`config.mk`:
```
export PLATFORM = sky130hd
export DESIGN_NAME = regfile_wr_arbiter
export DESIGN_NICKNAME = d
export VERILOG_FILES = /design/src/rtl/regfile_wr_arbiter.sv
export SDC_FILE = /design/constraint.sdc
export NUM_CORES = 1
export LEC_CHECK = 0
export CAP_MARGIN = 20
export CORE_MARGIN = 4
export CORE_UTILIZATION = 53
export CTS_CLUSTER_DIAMETER = 30
export DETAILED_ROUTE_END_ITERATION = 7
export PLACE_DENSITY = 0.8
export SYNTH_ARGS = -nofsm -noshare
export SYNTH_HDL_FRONTEND = slang
export SYNTH_SLANG_ARGS = --single-unit
export TNS_END_PERCENT = 10
```
`constraint.sdc`:
```
create_clock -name clk -period 2.81 [get_ports clk]
set_input_delay 0.4215 -clock clk [delete_from_list [all_inputs] [get_ports clk]]
set_output_delay 0.4215 -clock clk [all_outputs]
set_load 0.01 [all_outputs]
```
`src/rtl/regfile_wr_arbiter.sv`:
```
// Single register-file write port shared by pipeline writeback and a queued multi-cycle unit.
// WB wins by default; a wait timer forces the MC queue head through, and a scoreboard tracks outstanding MC writes.
module regfile_wr_arbiter #(
    parameter int FIFO_DEPTH = 4,
    parameter int MAX_WAIT   = 4
) (
    input  logic        clk,
    input  logic        rst,
    input  logic        wb_valid,
    input  logic [4:0]  wb_rd,
    input  logic [31:0] wb_data,
    output logic        wb_ready,
    input  logic        mc_valid,
    input  logic [4:0]  mc_rd,
    input  logic [31:0] mc_data,
    output logic        mc_ready,
    input  logic        iss_valid,
    input  logic [4:0]  iss_rd,
    input  logic [4:0]  q_rs1,
    input  logic [4:0]  q_rs2,
    input  logic [4:0]  q_rd,
    output logic        rs1_busy,
    output logic        rs2_busy,
    output logic        rd_busy,
    output logic        rf_we,
    output logic [4:0]  rf_waddr,
    output logic [31:0] rf_wdata
);

    localparam int PW = $clog2(FIFO_DEPTH);
    localparam int CW = PW + 1;
    localparam int WW = $clog2(MAX_WAIT + 1);
    localparam logic [CW-1:0] FULL_CNT = CW'(FIFO_DEPTH);
    localparam logic [WW-1:0] WAIT_MAX = WW'(MAX_WAIT);

    logic [4:0]    fifoRd_q   [FIFO_DEPTH];
    logic [31:0]   fifoData_q [FIFO_DEPTH];
    logic [PW-1:0] wrPtr_q, wrPtr_d;
    logic [PW-1:0] rdPtr_q, rdPtr_d;
    logic [CW-1:0] count_q, count_d;
    logic [WW-1:0] waitCnt_q, waitCnt_d;
    logic [31:1]   pending_q, pending_d;

    logic          headValid;
    logic          forceMc;
    logic          push;
    logic          pop;
    logic [4:0]    headRd;
    logic [31:0]   headData;
    logic          grantValid;
    logic [4:0]    grantAddr;
    logic [31:0]   grantData;
    logic [31:0]   pendingAll;

    assign headRd    = fifoRd_q[rdPtr_q];
    assign headData  = fifoData_q[rdPtr_q];
    assign headValid = (count_q != '0);
    assign forceMc   = headValid && (waitCnt_q >= WAIT_MAX);
    assign mc_ready  = (count_q != FULL_CNT);
    assign push      = mc_valid && mc_ready;

    // A starved head takes the port outright; otherwise the queue only fills idle WB slots.
    always_comb begin
        grantValid = 1'b0;
        grantAddr  = 5'd0;
        grantData  = 32'd0;
        pop        = 1'b0;
        wb_ready   = 1'b1;
        if (forceMc) begin
            grantValid = 1'b1;
            grantAddr  = headRd;
            grantData  = headData;
            pop        = 1'b1;
            wb_ready   = 1'b0;
        end else if (wb_valid) begin
            grantValid = 1'b1;
            grantAddr  = wb_rd;
            grantData  = wb_data;
        end else if (headValid) begin
            grantValid = 1'b1;
            grantAddr  = headRd;
            grantData  = headData;
            pop        = 1'b1;
        end
    end

    assign rf_we    = grantValid && (grantAddr != 5'd0);
    assign rf_waddr = grantAddr;
    assign rf_wdata = grantData;

    always_comb begin
        wrPtr_d = push ? wrPtr_q + 1'b1 : wrPtr_q;
        rdPtr_d = pop ? rdPtr_q + 1'b1 : rdPtr_q;
        count_d = count_q + CW'(push) - CW'(pop);

        waitCnt_d = waitCnt_q;
        if (pop || !headValid) begin
            waitCnt_d = '0;
        end else if (waitCnt_q < WAIT_MAX) begin
            waitCnt_d = waitCnt_q + 1'b1;
        end

        // Set is applied after clear so a freshly issued op to the same register stays outstanding.
        pending_d = pending_q;
        if (pop && (headRd != 5'd0)) begin
            pending_d[headRd] = 1'b0;
        end
        if (iss_valid && (iss_rd != 5'd0)) begin
            pending_d[iss_rd] = 1'b1;
        end
    end

    always_ff @(posedge clk or negedge rst) begin
        if (!rst) begin
            wrPtr_q   <= '0;
            rdPtr_q   <= '0;
            count_q   <= '0;
            waitCnt_q <= '0;
            pending_q <= '0;
        end else begin
            wrPtr_q   <= wrPtr_d;
            rdPtr_q   <= rdPtr_d;
            count_q   <= count_d;
            waitCnt_q <= waitCnt_d;
            pending_q <= pending_d;
        end
    end

    always_ff @(posedge clk) begin
        if (push) begin
            fifoRd_q[wrPtr_q]   <= mc_rd;
            fifoData_q[wrPtr_q] <= mc_data;
        end
    end

    assign pendingAll = {pending_q, 1'b0};
    assign rs1_busy   = pendingAll[q_rs1];
    assign rs2_busy   = pendingAll[q_rs2];
    assign rd_busy    = pendingAll[q_rd];

endmodule

```
Word-level counts from Yosys, hierarchy flattened
Memory sizes are Yosys's and may differ from the RTL's.
Cells that the tools add are included.
Widths: inputs -> output; s select.
- bits in registers: 41
- RAM bits: 148
- bits of input ports: 99
- output and inout bits: 43
- word-level logic and storage cells: 67
- memories kept: 2
- add/subtract/negate cells: 5
- magnitude comparators: 9
- equality and inequality tests: 1
- multiplexer cells: 28
- bitwise operators: 3
- reduce and logical (&&, ||, !) cells: 14
- memory list (name ; depth ; width ; read ports ; clocked after memory_dff ; wr ports ; line ; RTL):
    fifoData_q ; 4 ; 32 ; 1 ; 0 ; 1 ; 37 ; logic [31:0] fifoData_q [FIFO_DEPTH];
    fifoRd_q ; 4 ; 5 ; 1 ; 0 ; 1 ; 36 ; logic [4:0] fifoRd_q [FIFO_DEPTH];
- operators by type and width (operator ; count):
    $mux 32 ; 3
    $mux 31 ; 2
    $and 31x31->31 ; 1
    $not 31->31 ; 1
    $or 31x31->31 ; 1
    $lt 5x6->1 const B ; 5
    $bmux 1 s5 ; 3
    $mux 5 ; 3
    $reduce_bool 5->1 ; 3
    $mux 1 ; 13
    $demux 1 s5 ; 2
    $ge 5x1->1 const B ; 2
    $logic_and 1x1->1 ; 7
    $mux 3 ; 2
    $add 2x1->2 const B ; 2
    $add 3x1->3 ; 1
    $add 3x1->3 const B ; 1
    $ge 3x3->1 const B ; 1
    $lt 3x3->1 const B ; 1
    $ne 3x3->1 const B ; 1
    $reduce_bool 3->1 ; 1
    $sub 3x1->3 ; 1
    $reduce_bool 2->1 ; 1
    $logic_not 1->1 ; 1
    $logic_or 1x1->1 ; 1

Logic depth before layout (Yosys ltp)
Gate-level depths: netlist of the first run.
An unclocked memory read counts as a cell.
- depth after elaboration: 10
- depth in mapped cells: 10
- gate-level depth less buffers: 9

Worst setup path after synthesis of the first run
Ideal clock, no wire load.
- path kind: input-to-output
- from: input q_rd[1]
- to: output rd_busy
- arrival: 1.855 ns
- data required time: 2.389 ns
- setup slack: 0.534 ns
- stages: 5
- path buffers: 1
- path through: buf_2 mux2_2 a221oi_1 a2111oi_0 or4_1
- longest elaborated chain between the ends: 2
- RTL lines (item ; line ; RTL):
    from (decl) ; 21 ; input logic [4:0] q_rd,
    $bmux 1 s5 ; 139 ; assign rd_busy = pendingAll[q_rd];
    $mux 1 (not written as such) ; 139 ;
    to (decl) ; 24 ; output logic rd_busy,
Every way passes these cells. The select of a mux whose other input is x is not followed.

Final worst setup path of the first run
Same ends and word-level chain as after synthesis.

==> reports/results.env, run 1 <==
STATUS='complete, but fails checks'
VIOLATIONS='negative setup slack'
CELL_CHOSEN_FOR_THE_CLOCK_ROOT='sky130_fd_sc_hd__clkbuf_16'
YOSYSSEQAREASHARE_PCT=64.9
GLOBALROUTEMET3UTIL_PCT=6.98
REG2REG_SLACK_PS=360
DIE-AREA_SQ_UM=18000
CLK_PATH_BUF_DEPTH=2
FINALHOLDVIOLATIONS=0
TIMING_WORST_SETUP_PATH_TYPE='in2out'
MIN-DELAY-PATH-CLASS='in2async'
SYNTHARSTFLOPSHARE_PCT=21.7
FINAL_COUNT_OF_PINS_VIOLATING_MAX_SLEW=0
DRC_VIOLATION_COUNT_AFTER_ROUTING=0
POWER_PER_UNIT_OF_STANDARD_CELL_AREA_nW_PER_UM2=949
SYN2LAYOUT_AREA_GROWTH_PCT=29.9
WORST-PATH-MAX-FANOUT=6
COMBINATIONALPOWERSHARE_PCT=35.6
CLOCK_SINKS=189
MOSTFREQUENTLAYOUTCELL='sky130_fd_sc_hd__edfxtp_1'
SWITCHING_POWER_AS_A_SHARE_OF_TOTAL_POWER_PCT=32.7
PORTBUFFERS=141
GLOBALROUTEOVERFLOWTOTAL=0
CORE.ROWCOUNT=45
ANTENNA-DIODE-COUNT=0
PWR-SHARE-CLK_PCT=23.0
SYNTHESIS.NETS=627
CTS-HTREE-LEVELS=4
DESIGN_AREA_SQ_UM=11000
REG2REG_FROM='rdPtr_q[0]'
POWER.IR.VDD_WORST_mV=0.741
ANTENNA_VIOLATING_NETS_LEFT=0
DEPTH_OF_THE_WORST_REGISTER_TO_REGISTER_PATH=5
P_INT_uW=7000
KIND_OF_START_POINT_OF_THE_CRITICAL_PATH='primary input'
MOST-COMMON-LAYOUT-CELLS='sky130_fd_sc_hd__edfxtp_1 (148), sky130_fd_sc_hd__clkdlybuf4s50_1 (96), sky130_fd_sc_hd__nand2_1 (68), sky130_fd_sc_hd__mux4_2 (58), sky130_fd_sc_hd__dlygate4sd2_1 (39)'
DIE_Y_UM=134
DP_HPWL_UM=13400
P_LEAK_uW=0.00404
SYNTH_AREA_PER_CELL_SQ_UM=16.2
CTS_MADE_BUFFERS=17
SYNTHFLOPTYPE='sky130_fd_sc_hd__edfxtp_1'
GP_CONGESTION=0.912
INSTANCE_AREA_AFTER_PLACEMENT_SQ_UM=10300
DRT-PASS1-ITER-COUNT=5
MAX_SLEW.WORST_PIN.SLEW_PS=931
BUSIEST_LAYER='met2'
REPORT.FINAL.SETUP_VIOL=1
SYNTH_ENABLE_FLOP_CELLS=148
MAX-SLEW-MARGIN-REL_PCT=37.9
CLOCK_INSERTION_DELAY_AT_THE_LATER_PIN_OF_THE_SKEW_REPORT_PS=420
WORST_SLACK_PS=-36.4
GRTUSAGEMET2_PCT=43.7
CLOCK_TREE_FROM_TRITONCTS='built'
PERIOD_SHARE_PCT=101
WIRELENGTH_UM=21900
DRT-INITIAL-DRC-COUNT=618
WHS_PS=140
WIRE_LENGTH_OF_THE_FIRST_GLOBAL_ROUTING_PASS_UM=33500
DIE_WIDTH_UM=134
NUMBER_OF_TOP_LEVEL_PINS=142
YS_WARN_COUNT=0
AVGROUTEDWIREPERCELL_UM=24.1
POST-ROUTE-MIN-PERIOD_PS=2850
MAXIMUM_CLOCK_FREQUENCY_GHz=0.351
FIN_SKEW_PS=9.13
DETAILEDPLACE.WORSTSLACK_PS=-407
CLOCK_TRANSITION_AT_THE_REGISTERS_OF_THE_REPORTED_PATHS_PS=60
MAXCAPVIOLATIONS=0
FINAL_NET_COUNT=792
CRIT_PATH_END_KIND='primary output'
WORSTREG2REGEND='pending_q[17]'
ROUTED-VIA-COUNT=5602
FLOORPLAN.INITIALDENSITY_PCT=54.9
POST_SYNTH_INST_COUNT=521
POWER.SEQUENTIAL.FRACTION_PCT=41.4
POST_SYNTHESIS_CELL_TYPE_COUNT=37
WORST_EP_REQUIRED_TIME_PS=2390
NUMBER_OF_ANTENNA_VIOLATIONS_AT_THE_FIRST_CHECK_IN_GLOBAL_ROUTING=0
P_SW_uW=3400
GRT_USE_MET1_PCT=29.6
DRT-VIAS-PER-INSTANCE=6.16
YS_SEQ_ELEMENTS=189
POST_SYNTH_INSTANCE_AREA_SQ_UM=8430
GRT_PASS1_VIAS=5917
WORST-ENDPOINT-ARRIVAL_PS=2420
RSZ_0062_RAISED_AFTER_GLOBAL_ROUTING='yes'
PLACEABLECOREAREA_SQ_UM=15400
GRT_TOTAL_USAGE_PCT=24.9
FINAL_LAYOUT_SIZE_SUFFIX_GT1_SHARE_PCT=21.6
GRT_MAX_DEGREE=42
## area by class of cell
class / instances / area [sq um]
flip-flops and latches: 189 / 5480
fillers: 947 / 4420
multi-input cells: 295 / 2880
repair buffers: 176 / 1720
clock buffers: 19 / 433
well taps: 211 / 264
clock inverters: 13 / 158
inverters: 7 / 26.3
## worst max path at each step
stage               startpoint           end  slack [ps]
floorplan              q_rd[1]       rd_busy         530
global placement       q_rd[1]       rd_busy        -450
detailed placement     q_rd[1]       rd_busy        -410
CTS                 count_q[1]  rf_wdata[19]        -130
global route           q_rd[1]       rd_busy        -100
finish                 q_rd[1]       rd_busy         -40
## worst max-delay path: stages
cell and delay [ps]:
sky130_fd_sc_hd__clkdlybuf4s50_1 490, sky130_fd_sc_hd__buf_6 140, sky130_fd_sc_hd__mux2_2 340, sky130_fd_sc_hd__a221oi_2 220
sky130_fd_sc_hd__a2111oi_0 90, sky130_fd_sc_hd__or4_1 550, sky130_fd_sc_hd__buf_2 170
## cell families after synthesis
logic type / share of synthesized area, %
multiplexers: 16.0
flip-flops: 64.9
adder cells (fa/ha/maj): 1.13
AND/OR/NAND/NOR: 8.87
buffers and inverters: 1.97
AO/OA/AOI/OAI: 6.51
XOR/XNOR: 0.623
## power by group through the flow
stage	clock, uW	combinational [uW]	sequential (uW)
after global routing	2550	3970	4350
after floorplan	0	2340	4080
final	2390	3700	4300
after CTS	2410	3640	4290
after global placement	0	3610	4260
after detailed placement	0	3680	4310
## flip-flops by register name, summed over array words and instances, names as in the netlist
signal      flops
pending_q      31
wrPtr_q         2
fifoRd_q       20
fifoData_q    128
waitCnt_q       3
rdPtr_q         2
count_q         3
## routing by layer
layer,part of all wire [%],vias up
li1,-,2428
met1,36,2840
met2,53,295
met3,8.6,39
met4,2.4,0
met5,0,-
## synthesized netlist by cell type (4+ instances only)
| cell type | n | area (sq um) |
|---|---|---|
| sky130_fd_sc_hd__xnor2_1 | 6 | 52.6 |
| sky130_fd_sc_hd__mux2_2 | 4 | 45.0 |
| sky130_fd_sc_hd__dfrtp_1 | 41 | 1030 |
| sky130_fd_sc_hd__o21ai_0 | 9 | 45.0 |
| sky130_fd_sc_hd__o21ai_1 | 24 | 120 |
| sky130_fd_sc_hd__a22o_1 | 37 | 324 |
| sky130_fd_sc_hd__nor2_1 | 10 | 37.5 |
| sky130_fd_sc_hd__edfxtp_1 | 148 | 4440 |
| sky130_fd_sc_hd__nor2b_1 | 9 | 56.3 |
| sky130_fd_sc_hd__nor3_1 | 5 | 25.0 |
| sky130_fd_sc_hd__nand2_1 | 68 | 255 |
| sky130_fd_sc_hd__nand3b_1 | 6 | 45.0 |
| sky130_fd_sc_hd__mux4_2 | 58 | 1310 |
| sky130_fd_sc_hd__nand4b_1 | 4 | 35.0 |
| sky130_fd_sc_hd__ha_1 | 6 | 75.1 |
| sky130_fd_sc_hd__or4_1 | 4 | 30.0 |
| sky130_fd_sc_hd__and3_1 | 6 | 37.5 |
| sky130_fd_sc_hd__clkbuf_1 | 13 | 48.8 |
| sky130_fd_sc_hd__nand2b_1 | 4 | 25.0 |
| sky130_fd_sc_hd__nand3_1 | 4 | 20.0 |
| sky130_fd_sc_hd__nand4_1 | 7 | 43.8 |
| sky130_fd_sc_hd__buf_2 | 13 | 65.1 |
| sky130_fd_sc_hd__inv_1 | 7 | 26.3 |
| sky130_fd_sc_hd__buf_1 | 4 | 15.0 |
## what timing repair did
item                                    CTS  global route
setup buffers                             2             4
resized for setup                        64             7
gates cloned                              2             0
hold buffers                              0             0
endpoints found under the setup margin   41             5
pin swaps                                 4             2
## stage by stage
step / setup TNS [ps] / instances / total power (uW) / utilization [%]
after global routing: -245 / 910 / 10900 / 71.3
after detailed placement: -9080 / 870 / 8000 / 66.8
final: -36.4 / 910 / 10400 / 71.3
after CTS: -182 / 906 / 10300 / 70.9
after global placement: -6340 / 870 / 7860 / 66.8
after floorplan: 0 / 521 / 6420 / -
Note: power is estimated with default switching activity, not from simulation.
==> inputs of run 2 (changes only) <==
--- a/config.mk
+++ b/config.mk
@@ -5,7 +5,6 @@
 export SDC_FILE = /design/constraint.sdc
 export NUM_CORES = 1
 export LEC_CHECK = 0
-export CAP_MARGIN = 20
 export CORE_MARGIN = 4
 export CORE_UTILIZATION = 53
 export CTS_CLUSTER_DIAMETER = 30
==> constraint.sdc (replaced) <==
create_clock -name clk -period 3.1 [get_ports clk]
set_input_delay 0.465 -clock clk [delete_from_list [all_inputs] [get_ports clk]]
set_output_delay 0.465 -clock clk [all_outputs]
set_load 0.01 [all_outputs]
==> reports/results.env, run 2 (synthesized netlist as in run 1, its figures left out) <==
FINAL_NET_COUNT=786  # -0.76%
WORST-ENDPOINT-ARRIVAL_PS=2640  # +220 ps
GLOBALROUTEMET3UTIL_PCT=5.74  # -1.2 points
MAX_SLEW.WORST_PIN.SLEW_PS=957  # +25.7 ps
CRIT_PATH_MAX_INCR_DELAY_PS=730  # +180 ps
STATUS='complete, but fails checks'
CRITICAL-PATH-SLOWEST-CELL='sky130_fd_sc_hd__nor2_4'
SETUP_TNS_PS=-2.27  # +34.1 ps
CRITICAL_PATH.TOP_DELAY_FAMILY='buffers and inverters'
FILLERINSTANCES=915  # -3.4%
DIE-AREA_SQ_UM=18000  # unchanged
PLACEABLECOREAREA_SQ_UM=15400  # unchanged
MOST-COMMON-LAYOUT-CELLS='sky130_fd_sc_hd__edfxtp_1 (148), sky130_fd_sc_hd__clkdlybuf4s50_1 (122), sky130_fd_sc_hd__nand2_1 (68), sky130_fd_sc_hd__mux4_2 (58), sky130_fd_sc_hd__dfrtp_1 (38)'
CLOCK_TREE_FROM_TRITONCTS='built'
CLOCK_SINKS=189  # unchanged
FLOORPLAN.INITIALDENSITY_PCT=54.9  # unchanged
FIN_SKEW_PS=11.3  # +2.21 ps
MAXCAPVIOLATIONS=0  # unchanged
DRC_VIOLATION_COUNT_AFTER_ROUTING=0  # unchanged
POWER_PER_UNIT_OF_STANDARD_CELL_AREA_nW_PER_UM2=860  # -9.3%
MAXIMUM_CLOCK_FREQUENCY_GHz=0.322
REG2REG_FROM='rdPtr_q[0]'
GRT_PASS1_VIAS=5836  # -1.4%
DRT-VIAS-PER-INSTANCE=5.98  # -2.9%
MAX-SLEW-MARGIN-REL_PCT=36.1  # -1.9 points
POWER.IR.VDD_WORST_mV=0.681  # -8.1%
DIE_Y_UM=134  # unchanged
CRIT_PATH_END_KIND='primary output'
KIND_OF_START_POINT_OF_THE_CRITICAL_PATH='primary input'
REG2REG_SLACK_PS=660  # +300 ps
CORE.ROWCOUNT=45  # unchanged
NUMBER_OF_TOP_LEVEL_PINS=142  # unchanged
DIE_WIDTH_UM=134  # unchanged
FINAL_LAYOUT_SIZE_SUFFIX_GT1_SHARE_PCT=20.1  # -1.5 points
RSZ_0062_RAISED_AFTER_GLOBAL_ROUTING='yes'
DRT-PASS1-ITER-COUNT=5  # unchanged
CTS-HTREE-LEVELS=4  # unchanged
CLK_PATH_BUF_DEPTH=2  # unchanged
PORTBUFFERS=141  # unchanged
AVGROUTEDWIREPERCELL_UM=22.1  # -8.4%
FINALHOLDVIOLATIONS=0  # unchanged
DEPTH_OF_THE_WORST_REGISTER_TO_REGISTER_PATH=5  # unchanged
REG_TOP3='fifoData_q x128, pending_q x31, fifoRd_q x20'
MOSTFREQUENTLAYOUTCELL='sky130_fd_sc_hd__edfxtp_1'
FLIP_FLOP_COUNT_OF_THE_LARGEST_REGISTER_AFTER_LAYOUT=128  # unchanged
DRT-INITIAL-DRC-COUNT=505  # -18%
POST-ROUTE-MIN-PERIOD_PS=3100
CLOCK_INSERTION_DELAY_AT_THE_LATER_PIN_OF_THE_SKEW_REPORT_PS=440  # +20 ps
GP_CONGESTION=0.890  # -2.4%
GLOBALROUTEOVERFLOWTOTAL=0  # unchanged
CTS_MADE_BUFFERS=17  # unchanged
ANTENNA_VIOLATING_NETS_LEFT=0  # unchanged
GRT_TOTAL_USAGE_PCT=23.2  # -1.7 points
CRITPATHLAUNCH='wb_valid'
WIRE_LENGTH_OF_THE_FIRST_GLOBAL_ROUTING_PASS_UM=31300  # -6.5%
CRIT_PATH_CELL_TRACE='clkdlybuf4s50_1 > nor2b_1 > nor2_4 > a22o_1 > clkdlybuf4s50_1'
FINAL_COUNT_OF_PINS_VIOLATING_MAX_SLEW=0  # unchanged
GRT_USE_MET1_PCT=27.8  # -1.8 points
REPORT.FINAL.SETUP_VIOL=1  # unchanged
CELL_CHOSEN_FOR_THE_CLOCK_ROOT='sky130_fd_sc_hd__clkbuf_16'
P_LEAK_uW=0.00405  # +0.31%
GRTUSAGEMET2_PCT=41.3  # -2.4 points
DP_HPWL_UM=13700  # +2.4%
SYN2LAYOUT_AREA_GROWTH_PCT=29.2
WORST_EP_REQUIRED_TIME_PS=2630  # +240 ps
CRIT_TOP_CELL='sky130_fd_sc_hd__clkdlybuf4s50_1'
CLOCK_TRANSITION_AT_THE_REGISTERS_OF_THE_REPORTED_PATHS_PS=70  # about the same
GRT_MAX_DEGREE=42  # unchanged
TIMING_WORST_SETUP_PATH_TYPE='in2out'
ROUTED-VIA-COUNT=5406  # -3.5%
NUMBER_OF_ANTENNA_VIOLATIONS_AT_THE_FIRST_CHECK_IN_GLOBAL_ROUTING=0  # unchanged
WORSTREG2REGEND='pending_q[29]'
VIOLATIONS='negative setup slack'
PERIOD_SHARE_PCT=100
CRITICAL_PATH_CELL_COUNT=5  # -2
DESIGN_POWER_TOTAL_uW=9370  # -9.8%
WORST-PATH-MAX-FANOUT=38  # +32
WIRELENGTH_UM=20000  # -9.0%
WORST_SLACK_PS=-2.27  # +34.1 ps
ANTENNA-DIODE-COUNT=0  # unchanged
NUMBER_OF_BUFFERS_AND_INVERTERS_ON_THE_CRITICAL_PATH=2  # -1
BUSIEST_LAYER='met2'
ENDPOINT='rf_wdata[19]'
LARGEST-REGISTER='fifoData_q'
MIN-DELAY-PATH-CLASS='in2async'
DETAILEDPLACE.WORSTSLACK_PS=-234  # +173 ps
-- run 2: cell type report --
cell class	count	area, sq um	area share (%)
inverter	7	26.3	0.241
multi-input combinational	294	2830	26.0
tap	211	264	2.42
timing repair buffer	171	1690	15.5
sequential	189	5470	50.2
clock inverter	15	183	1.68
clock buffer	17	425	3.90
-- run 2: metal layers --
layer	up-vias	part of all wire [%]
met5	-	0
met2	265	53
met4	0	2.0
li1	2405	-
met3	37	7.9
met1	2699	37
-- run 2: worst min-delay path by stage --
stage	end	slack, ps	cells past startpoint
after CTS	pending_q[9]	170	1
after global placement	waitCnt_q[0]	430	1
final	waitCnt_q[2]	160	1
after detailed placement	waitCnt_q[0]	440	1
after floorplan	count_q[0]	170	0
after global routing	waitCnt_q[2]	230	1
-- run 2: timing repair --
action / in CTS / in global routing
hold buffers: 0 / 0
endpoints found under the setup margin: 9 / 39
buffers inserted: 0 / 0
pin swaps: 2 / 13
resized for setup: 7 / 20
-- run 2: stage by stage --
step	cells	area (sq um)	utilization (%)	hold slack, ps
2_1_floorplan	521	8430	-	169
3_3_place_gp	872	10200	66.6	433
3_5_place_dp	872	10200	66.6	437
4_1_cts	904	10800	70.5	170
5_1_grt	904	10900	70.9	226
6_report	904	10900	70.9	159
-- run 2: report_power, final --
| group | internal (uW) | switching (uW) |
|---|---|---|
| clock network | 1280 | 950 |
| logic | 1710 | 1570 |
| registers | 3440 | 427 |
| total | 6430 | 2950 |
==> inputs of run 3 (changes only) <==
--- a/config.mk
+++ b/config.mk
@@ -6,10 +6,9 @@
 export NUM_CORES = 1
 export LEC_CHECK = 0
 export CORE_MARGIN = 4
-export CORE_UTILIZATION = 53
+export CORE_UTILIZATION = 23
 export CTS_CLUSTER_DIAMETER = 30
 export DETAILED_ROUTE_END_ITERATION = 7
-export PLACE_DENSITY = 0.8
 export SYNTH_ARGS = -nofsm -noshare
 export SYNTH_HDL_FRONTEND = slang
 export SYNTH_SLANG_ARGS = --single-unit
==> reports/results.env, run 3 (synthesized netlist as in run 1, its figures left out) <==
STATUS='finished, final reports clean'
CTSHOLDBUFFERS=0  # unchanged
GRT_MAX_DEGREE=42  # unchanged
SETUP_TNS_PS=0  # +2.27 ps
FLIP_FLOP_COUNT_OF_THE_LARGEST_REGISTER_AFTER_LAYOUT=128  # unchanged
DRC_VIOLATION_COUNT_AFTER_ROUTING=0  # unchanged
COMBINATIONALPOWERSHARE_PCT=36.1  # +1.1 points
LARGEST-REGISTER='fifoData_q'
FINAL_COUNT_OF_PINS_VIOLATING_MAX_SLEW=0  # unchanged
REG2REG_FROM='rdPtr_q[0]'
FLOORPLAN.INITIALDENSITY_PCT=23.5  # -31 points
POWER_PER_UNIT_OF_STANDARD_CELL_AREA_nW_PER_UM2=837  # -2.7%
RSZ_0062_RAISED_AFTER_GLOBAL_ROUTING='no'
REPORT.FINAL.SETUP_VIOL=0  # -1
MIN-DELAY-PATH-CLASS='in2async'
DP_HPWL_UM=15400  # +12%
WIRELENGTH_UM=21600  # +8.1%
GP_CONGESTION=0.839  # -5.8%
TIMING_WORST_SETUP_PATH_TYPE='in2out'
WORSTREG2REGEND='pending_q[5]'
FINAL_LAYOUT_SIZE_SUFFIX_GT1_SHARE_PCT=20.3  # +0.29 points
CLK_PATH_BUF_DEPTH=2  # unchanged
MOSTFREQUENTLAYOUTCELL='sky130_fd_sc_hd__edfxtp_1'
ANTENNA-DIODE-COUNT=0  # unchanged
REG2REG_SLACK_PS=640  # -20 ps
PORTBUFFERS=141  # unchanged
CRIT_PATH_MAX_INCR_DELAY_PS=520  # -210 ps
NUMBER_OF_BUFFERS_AND_INVERTERS_ON_THE_CRITICAL_PATH=3  # +1
P_SW_uW=3010  # +2.3%
BUSIEST_LAYER='met2'
WORST-PATH-MAX-FANOUT=7  # -82%
SYN2LAYOUT_AREA_GROWTH_PCT=33.1
POST-CTS-SETUP-BUFFER-COUNT=0  # unchanged
CORE.ROWCOUNT=69  # +53%
CRIT_PATH_CELL_TRACE='clkdlybuf4s50_1 > buf_6 > mux2_2 > a221oi_1 > a2111oi_0 > or4_1 > dlygate4sd2_1'
WIRE_LENGTH_OF_THE_FIRST_GLOBAL_ROUTING_PASS_UM=32700  # +4.6%
GRT_PASS1_VIAS=5440  # -6.8%
DETAILEDPLACE.WORSTSLACK_PS=-197  # +36.5 ps
NUMBER_OF_TOP_LEVEL_PINS=142  # unchanged
SWITCHING_POWER_AS_A_SHARE_OF_TOTAL_POWER_PCT=32.1  # +0.63 points
ANTENNA_VIOLATING_NETS_LEFT=0  # unchanged
AVGROUTEDWIREPERCELL_UM=18.6  # -16%
P_INT_uW=6390  # -0.62%
FIN_SKEW_PS=15.4  # +4.09 ps
MAXCAPVIOLATIONS=0  # unchanged
POWER.SEQUENTIAL.FRACTION_PCT=41.0  # -0.2 points
DIE_WIDTH_UM=199  # +49%
FINALCOREUTILIZATION_PCT=31.3  # -40 points
PLACEABLECOREAREA_SQ_UM=35800  # +130%
ROUTED-VIA-COUNT=5265  # -2.6%
WORST-ENDPOINT-ARRIVAL_PS=2560  # -80 ps
GLOBALROUTEOVERFLOWTOTAL=0  # unchanged
DEPTH_OF_THE_WORST_REGISTER_TO_REGISTER_PATH=5  # unchanged
CELL_CHOSEN_FOR_THE_CLOCK_ROOT='sky130_fd_sc_hd__clkbuf_16'
PERIOD_SHARE_PCT=97.6  # -2.4 points
GRT_USE_MET1_PCT=14.2  # -14 points
POST-ROUTE-MIN-PERIOD_PS=3030  # -75.6 ps
CRIT_PATH_END_KIND='primary output'
DIE_Y_UM=199  # +49%
MAX-SLEW-MARGIN-REL_PCT=36.6  # +0.55 points
REG_TOP3='fifoData_q x128, pending_q x31, fifoRd_q x20'
P_LEAK_uW=0.00398  # -1.8%
DRT-INITIAL-DRC-COUNT=459  # -9.1%
GRT_TOTAL_USAGE_PCT=10.8  # -12 points
CLOCK_INSERTION_DELAY_AT_THE_LATER_PIN_OF_THE_SKEW_REPORT_PS=430  # about the same
CTS_MADE_BUFFERS=17  # unchanged
CLOCK_TREE_FROM_TRITONCTS='built'
MAX_SLEW.WORST_PIN.SLEW_PS=951  # -5.97 ps
DRT-VIAS-PER-INSTANCE=4.54  # -24%
MAXIMUM_CLOCK_FREQUENCY_GHz=0.330  # +2.5%
FINALNONFILLERCELLS=1159  # +28%
MOST-COMMON-LAYOUT-CELLS='sky130_fd_sc_hd__edfxtp_1 (148), sky130_fd_sc_hd__clkdlybuf4s50_1 (131), sky130_fd_sc_hd__nand2_1 (68), sky130_fd_sc_hd__mux4_2 (58), sky130_fd_sc_hd__dfrtp_1 (39)'
CLOCK_TRANSITION_AT_THE_REGISTERS_OF_THE_REPORTED_PATHS_PS=70  # about the same
CRITICAL_PATH.TOP_DELAY_FAMILY='buffers and inverters'
GLOBALROUTEMET3UTIL_PCT=3.19  # -2.6 points
FINAL_NET_COUNT=791  # +0.64%
NUMBER_OF_ANTENNA_VIOLATIONS_AT_THE_FIRST_CHECK_IN_GLOBAL_ROUTING=1  # +1
FINALHOLDVIOLATIONS=0  # unchanged
CLOCK_SINKS=189  # unchanged
POWER.IR.VDD_WORST_mV=0.380  # -44%
DPL.CELL_COUNT=1127  # +29%
PWR-SHARE-CLK_PCT=22.9  # -0.9 points
CRITPATHLAUNCH='q_rs2[1]'
KIND_OF_START_POINT_OF_THE_CRITICAL_PATH='primary input'
WORST_EP_REQUIRED_TIME_PS=2630  # about the same
CTS-HTREE-LEVELS=4  # unchanged
DIE-AREA_SQ_UM=39800  # +120%
GRTUSAGEMET2_PCT=17.8  # -24 points
CRITICAL-PATH-SLOWEST-CELL='sky130_fd_sc_hd__or4_1'
DRT-PASS1-ITER-COUNT=4  # -1
WORST_SLACK_PS=73.4  # +75.6 ps
run 3: cell count changes in the layout (fill, tap and decap cells not counted), sizes merged:
cell           delta
clkdlybuf4s50     +9
dlymetal6s2s      -9
buf               +5
clkinv            -5
clkbuf            +4
inv               +4
bufinv            -2
clkdlybuf4s15     -1
run 3: through the flow:
step / hold slack [ps] / total power (uW) / area (sq um)
2_1_floorplan: 169 / 5820 / 8430
3_3_place_gp: 430 / 7340 / 10600
3_5_place_dp: 439 / 7380 / 10600
4_1_cts: 210 / 9560 / 11200
5_1_grt: 257 / 9950 / 11200
6_report: 187 / 9400 / 11200
run 3: how the worst max path moves through the flow:
| stage | endpoint | cells after the start |
|---|---|---|
| final | rs2_busy | 7 |
| after global routing | rs2_busy | 7 |
| after CTS | rs1_busy | 7 |
| after detailed placement | rs1_busy | 7 |
| after global placement | rd_busy | 7 |
| after floorplan | rd_busy | 5 |
run 3: metal layers:
layer / vias to the layer above / share of wire, %
met5: - / 0.093
met4: 2 / 1.4
met3: 19 / 7.2
met2: 168 / 49
met1: 2662 / 43
li1: 2414 / -
run 3: power by group through the flow:
stage | clock network (uW) | logic (uW) | registers [uW]
after floorplan | 0 | 2120 | 3700
after global routing | 2340 | 3690 | 3930
after CTS | 2220 | 3480 | 3860
final | 2160 | 3390 | 3850
after global placement | 0 | 3450 | 3880
after detailed placement | 0 | 3480 | 3900
run 3: layout make-up:
cell class	instances	area, sq um
inverter	7	26.3
clock buffer	20	457
multi-input combinational	294	2830
clock inverter	12	124
sequential	189	5470
fill	3489	24600
timing repair buffer	176	1740
tap	461	577
run 3: timing repair:
action,CTS,global route
gates resized for setup,7,11
setup endpoints to repair,9,7
hold endpoints to repair,0,0
gates cloned,0,0
pin swaps,0,0
